<file path="config.mk">
export PLATFORM = sky130hd
export DESIGN_NAME = iomem_rr_arbiter
export DESIGN_NICKNAME = d
export VERILOG_FILES = /design/src/rtl/iomem_rr_arbiter.sv
export SDC_FILE = /design/constraint.sdc
export NUM_CORES = 1
export LEC_CHECK = 0
export BUFFER_PORTS_ARGS = -buffer_cell sky130_fd_sc_hd__buf_4
export CORE_AREA = 2 2 122 124
export DETAILED_ROUTE_END_ITERATION = 8
export DIE_AREA = 0 0 124 126
export PLACE_DENSITY = 0.47
export SYNTH_ARGS = -nofsm -noshare
export SYNTH_HDL_FRONTEND = slang
export SYNTH_SLANG_ARGS = --single-unit
</file>
<file path="constraint.sdc">
create_clock -name clk -period 1.6 [get_ports clk]
set_clock_uncertainty 0.1 [all_clocks]
set_input_delay 0.16 -clock clk [delete_from_list [all_inputs] [get_ports clk]]
set_output_delay 0.16 -clock clk [all_outputs]
set_load 0.02 [all_outputs]
</file>
<file path="src/rtl/iomem_rr_arbiter.sv">
// Two-master round-robin arbiter for a single iomem-style valid/ready slave.
// Grant is held for the whole transaction; a watchdog forces completion on a dead slave.
module iomem_rr_arbiter #(
    parameter int unsigned TIMEOUT   = 64,
    parameter logic [31:0] ERR_RDATA = 32'hFFFF_FFFF
) (
    input  logic        clk,
    input  logic        resetn,

    input  logic        m0_valid,
    input  logic [3:0]  m0_wstrb,
    input  logic [31:0] m0_addr,
    input  logic [31:0] m0_wdata,
    output logic        m0_ready,
    output logic [31:0] m0_rdata,

    input  logic        m1_valid,
    input  logic [3:0]  m1_wstrb,
    input  logic [31:0] m1_addr,
    input  logic [31:0] m1_wdata,
    output logic        m1_ready,
    output logic [31:0] m1_rdata,

    output logic        s_valid,
    output logic [3:0]  s_wstrb,
    output logic [31:0] s_addr,
    output logic [31:0] s_wdata,
    input  logic        s_ready,
    input  logic [31:0] s_rdata,

    output logic        grant,
    output logic        busy,
    output logic        timeout_err
);

    localparam int unsigned   CW       = (TIMEOUT > 2) ? $clog2(TIMEOUT) : 1;
    localparam logic [CW-1:0] CNT_LAST = CW'((TIMEOUT > 0) ? (TIMEOUT - 1) : 0);
    localparam logic          WDOG_EN  = (TIMEOUT > 0);

    typedef enum logic {
        IDLE = 1'b0,
        BUSY = 1'b1
    } state_e;

    state_e        state_q, state_d;
    logic          grant_q, grant_d;
    logic          last_grant_q, last_grant_d;
    logic [CW-1:0] cnt_q, cnt_d;

    logic in_busy;
    logic gvalid;
    logic done;
    logic expire;

    assign in_busy = (state_q == BUSY);
    assign gvalid  = grant_q ? m1_valid : m0_valid;
    // An abandoned request or a cycle under reset never produces a ready pulse.
    assign done    = in_busy && gvalid && resetn && s_ready;
    assign expire  = in_busy && gvalid && resetn && !s_ready && WDOG_EN && (cnt_q == CNT_LAST);

    always_ff @(posedge clk) begin
        if (!resetn) begin
            state_q      <= IDLE;
            grant_q      <= 1'b0;
            last_grant_q <= 1'b1;
            cnt_q        <= '0;
        end else begin
            state_q      <= state_d;
            grant_q      <= grant_d;
            last_grant_q <= last_grant_d;
            cnt_q        <= cnt_d;
        end
    end

    always_comb begin
        state_d      = state_q;
        grant_d      = grant_q;
        last_grant_d = last_grant_q;
        cnt_d        = cnt_q;
        case (state_q)
            IDLE: begin
                cnt_d = '0;
                if (m0_valid || m1_valid) begin
                    state_d = BUSY;
                    grant_d = (m0_valid && m1_valid) ? !last_grant_q : m1_valid;
                end
            end
            BUSY: begin
                if (!gvalid) begin
                    state_d = IDLE;
                end else if (done || expire) begin
                    state_d      = IDLE;
                    last_grant_d = grant_q;
                end else if (WDOG_EN) begin
                    cnt_d = cnt_q + 1'b1;
                end
            end
            default: state_d = IDLE;
        endcase
    end

    always_comb begin
        logic [31:0] rdata;
        rdata       = done ? s_rdata : (expire ? ERR_RDATA : '0);
        s_valid     = in_busy;
        s_wstrb     = grant_q ? m1_wstrb : m0_wstrb;
        s_addr      = grant_q ? m1_addr  : m0_addr;
        s_wdata     = grant_q ? m1_wdata : m0_wdata;
        m0_ready    = (done || expire) && !grant_q;
        m1_ready    = (done || expire) &&  grant_q;
        m0_rdata    = !grant_q ? rdata : '0;
        m1_rdata    =  grant_q ? rdata : '0;
        grant       = grant_q;
        busy        = in_busy;
        timeout_err = expire;
    end

endmodule

</file>
==> impl_metrics.env <==
export IMPL_place_congestion=0.896
export IMPL_die_w_um=124
export IMPL_syn_to_final_growth_pct=244
export IMPL_worstHoldPathType="in -> reg"
export IMPL_initial_utilization=0.127
export IMPL_syn_area_sq_um=1820
export IMPL_grt_pass1_wl_um=19600
export IMPL_violations="negative setup slack"
export IMPL_clockBufferDepth=2
export IMPL_pin_count=311
export IMPL_required_ps=1340
export IMPL_top_usage_layer="met2"
export IMPL_grt_met3_usage=0.0525
export IMPL_layout_common_cells="buf_4 (236), buf_6 (107), mux2_4 (68), a21oi_2 (53), nand2_1 (37)"
export IMPL_whs_path_depth=2
export IMPL_grt_max_degree=38
export IMPL_syn_nets=423
export IMPL_die_h_um=126
export IMPL_io_buffers=310
export IMPL_synthTopCellsByArea="mux2_2 (42%), a21oi_1 (18%), dfxtp_1 (9.9%)"
export IMPL_routedWlPerCell_um=17.5
export IMPL_dp_slack_ps=-167
export IMPL_drc=0
export IMPL_cts_tree="built"
export IMPL_routed_via_density=4.28
export IMPL_drt_initial_drc_count=74
export IMPL_maxCapViolations=0
export IMPL_p_leak_nw=2.92
export IMPL_root_buffer="clkbuf_16"
export IMPL_setup_slack_ps=-434
export IMPL_grt_pass1_vias=3463
export IMPL_placementRows=44
export IMPL_met2_usage=0.297
export IMPL_synth_top_area_cell="mux2_2"
export IMPL_drive_gt1_frac=0.892
export IMPL_setup_viol=132
export IMPL_cts_htree_levels=1
export IMPL_final_common_cell="buf_4"
export IMPL_synth_top_area_share=0.420
export IMPL_grt_usage=0.162
export IMPL_hold_end="busy"
export IMPL_fp_dieArea_sq_um=15600
export IMPL_diodes=0
export IMPL_met1_usage=0.175
export IMPL_timing_final_hold_violations=0
export IMPL_drt_pass1_iter_count=5
export IMPL_routed_wl_um=13600
export IMPL_worstPathMaxFanout=24
export IMPL_post_route_period_util=1.27
export IMPL_r2r_end="cnt_q[1]"
export IMPL_worst_r2r_path_depth=7
export IMPL_syn_area_per_cell_sq_um=7.32
export IMPL_ys_types=31
export IMPL_cp_arrival_ps=1770
export IMPL_irDropWorstVdd_mv=0.391
export IMPL_postRouteAntennaNets=0
export IMPL_synth_seq_area_share=0.0988
export IMPL_dr_total_vias=3329
export IMPL_cp_start_kind="flop"
export IMPL_numCtsBuffers=3
export IMPL_whs_ps=145
export IMPL_final_max_slew_violation_count=0
export IMPL_clock_latency_ps=240
export IMPL_synth_cells=249
export IMPL_clk_transition_reported_paths_ps=40
export IMPL_crit_start="cnt_q[1]"
export IMPL_rsz0062_at_grt="yes"
export IMPL_fmax_mhz=492
export IMPL_period_needed_ps=2030
export IMPL_totalPowerFinal_mw=2.39
export IMPL_power_density_nw_per_um2=381
export IMPL_dp_hpwl_um=10300
export IMPL_tightestPinTransition_ps=311
export IMPL_slew_headroom=0.793
export IMPL_synth_seq_cells=9
export IMPL_holdCritStartpoint="m1_valid"
export IMPL_r2r_setup_slack_ps=-130
export IMPL_nets=768
export IMPL_r2r_start="cnt_q[1]"
export IMPL_yosysWarningCount=0
export IMPL_floorplan_core_area_sq_um=14300
export IMPL_antenna_found_initial=0
export IMPL_status="finished with violations"
export IMPL_clkSinkCount=9
export IMPL_path_class="reg -> out"
export IMPL_endpoint_kind="primary output"
export IMPL_overflow=0
-- flip-flops by register name (all words and copies together) (netlist names) --
name and flops:
last_grant_q 1, busy 1, grant 1, cnt_q 6
-- layer usage --
metal / vias up / wire (um)
li1: 1587 / -
met1: 1536 / 4840
met2: 190 / 7000
met3: 16 / 1450
met4: 0 / 324
met5: - / 0
-- logic make-up after synthesis --
family,after synthesis,share of synthesized area
mux,71,0.437
compound gates,76,0.225
simple gates,62,0.160
buf+inv,29,0.0679
flops,9,0.0988
fa+ha+maj,1,0.00686
xor+xnor,1,0.00481
-- worst max-delay path by stage --
| stage | end | slack (ps) |
|---|---|---|
| 5_1_grt | m1_rdata[18] | -490 |
| 4_1_cts | m0_rdata[0] | -420 |
| 2_1_floorplan | m0_rdata[12] | -260 |
| 6_report | m0_rdata[29] | -430 |
| 3_3_place_gp | m0_rdata[0] | -150 |
| 3_5_place_dp | m0_rdata[31] | -170 |
-- where the power goes --
group	leakage [nW]	total, mW	switching [mW]	internal, mW
registers	0.0756	0.236	0.00697	0.229
logic	2.81	1.70	0.695	1.01
clock network	0.0382	0.452	0.118	0.334
-- area by class of cell --
cell class                      instances  area, sq um
Tap cell                              184          230
Inverter                                2         7.51
Fill cell                            1384         8040
Clock buffer                            4         78.8
Multi-Input combinational cell        211         2260
Sequential cell                         9          193
Timing Repair Buffer                  367         3500
-- critical path, stage by stage (launching register included) --
cell	delay, ps
dfxtp_4	350
ha_4	150
nand3_4	70
or3_4	440
buf_12	210
a21oi_2	170
buf_6	140
-- synth_stat cells --
| cell | n |
|---|---|
| nand3_1 | 2 |
| a21oi_1 | 67 |
| a31o_2 | 1 |
| a311oi_2 | 1 |
| nor2b_1 | 1 |
| mux2_2 | 68 |
| ha_1 | 1 |
| mux2i_1 | 3 |
| nand4b_4 | 1 |
| nor3_1 | 1 |
| nand3b_1 | 1 |
| buf_2 | 6 |
| o21bai_1 | 1 |
| nor4b_1 | 1 |
| clkbuf_1 | 19 |
| o221ai_1 | 1 |
| nand2_1 | 38 |
| inv_1 | 2 |
| dfxtp_1 | 9 |
| and2_1 | 1 |
| or4_1 | 1 |
| and3_1 | 2 |
| xnor2_1 | 1 |
| o311a_1 | 1 |
| o21ai_0 | 2 |
| or3_1 | 3 |
| a21boi_0 | 1 |
| nand2b_1 | 2 |
| o31ai_1 | 1 |
| nor2_1 | 8 |
| buf_4 | 2 |
-- metrics by stage --
step / setup TNS [ps] / utilization / area, sq um / std cells
after floorplan: -15000 / - / 2200 / 249
after global placement: -7900 / 0.345 / 4940 / 748
after detailed placement: -9020 / 0.345 / 4940 / 748
after CTS: -37420 / 0.433 / 6190 / 780
after global routing: -38380 / 0.438 / 6270 / 777
final: -31750 / 0.438 / 6270 / 777
-- timing repair --
action | in CTS | in global routing
pin swaps | 6 | 7
cloned | 13 | 2
setup buffers | 15 | 6
hold buffers | 0 | 0
setup endpoints to repair | 141 | 142
resized for setup | 185 | 56
No activity file was read; power rests on OpenSTA's default activity.
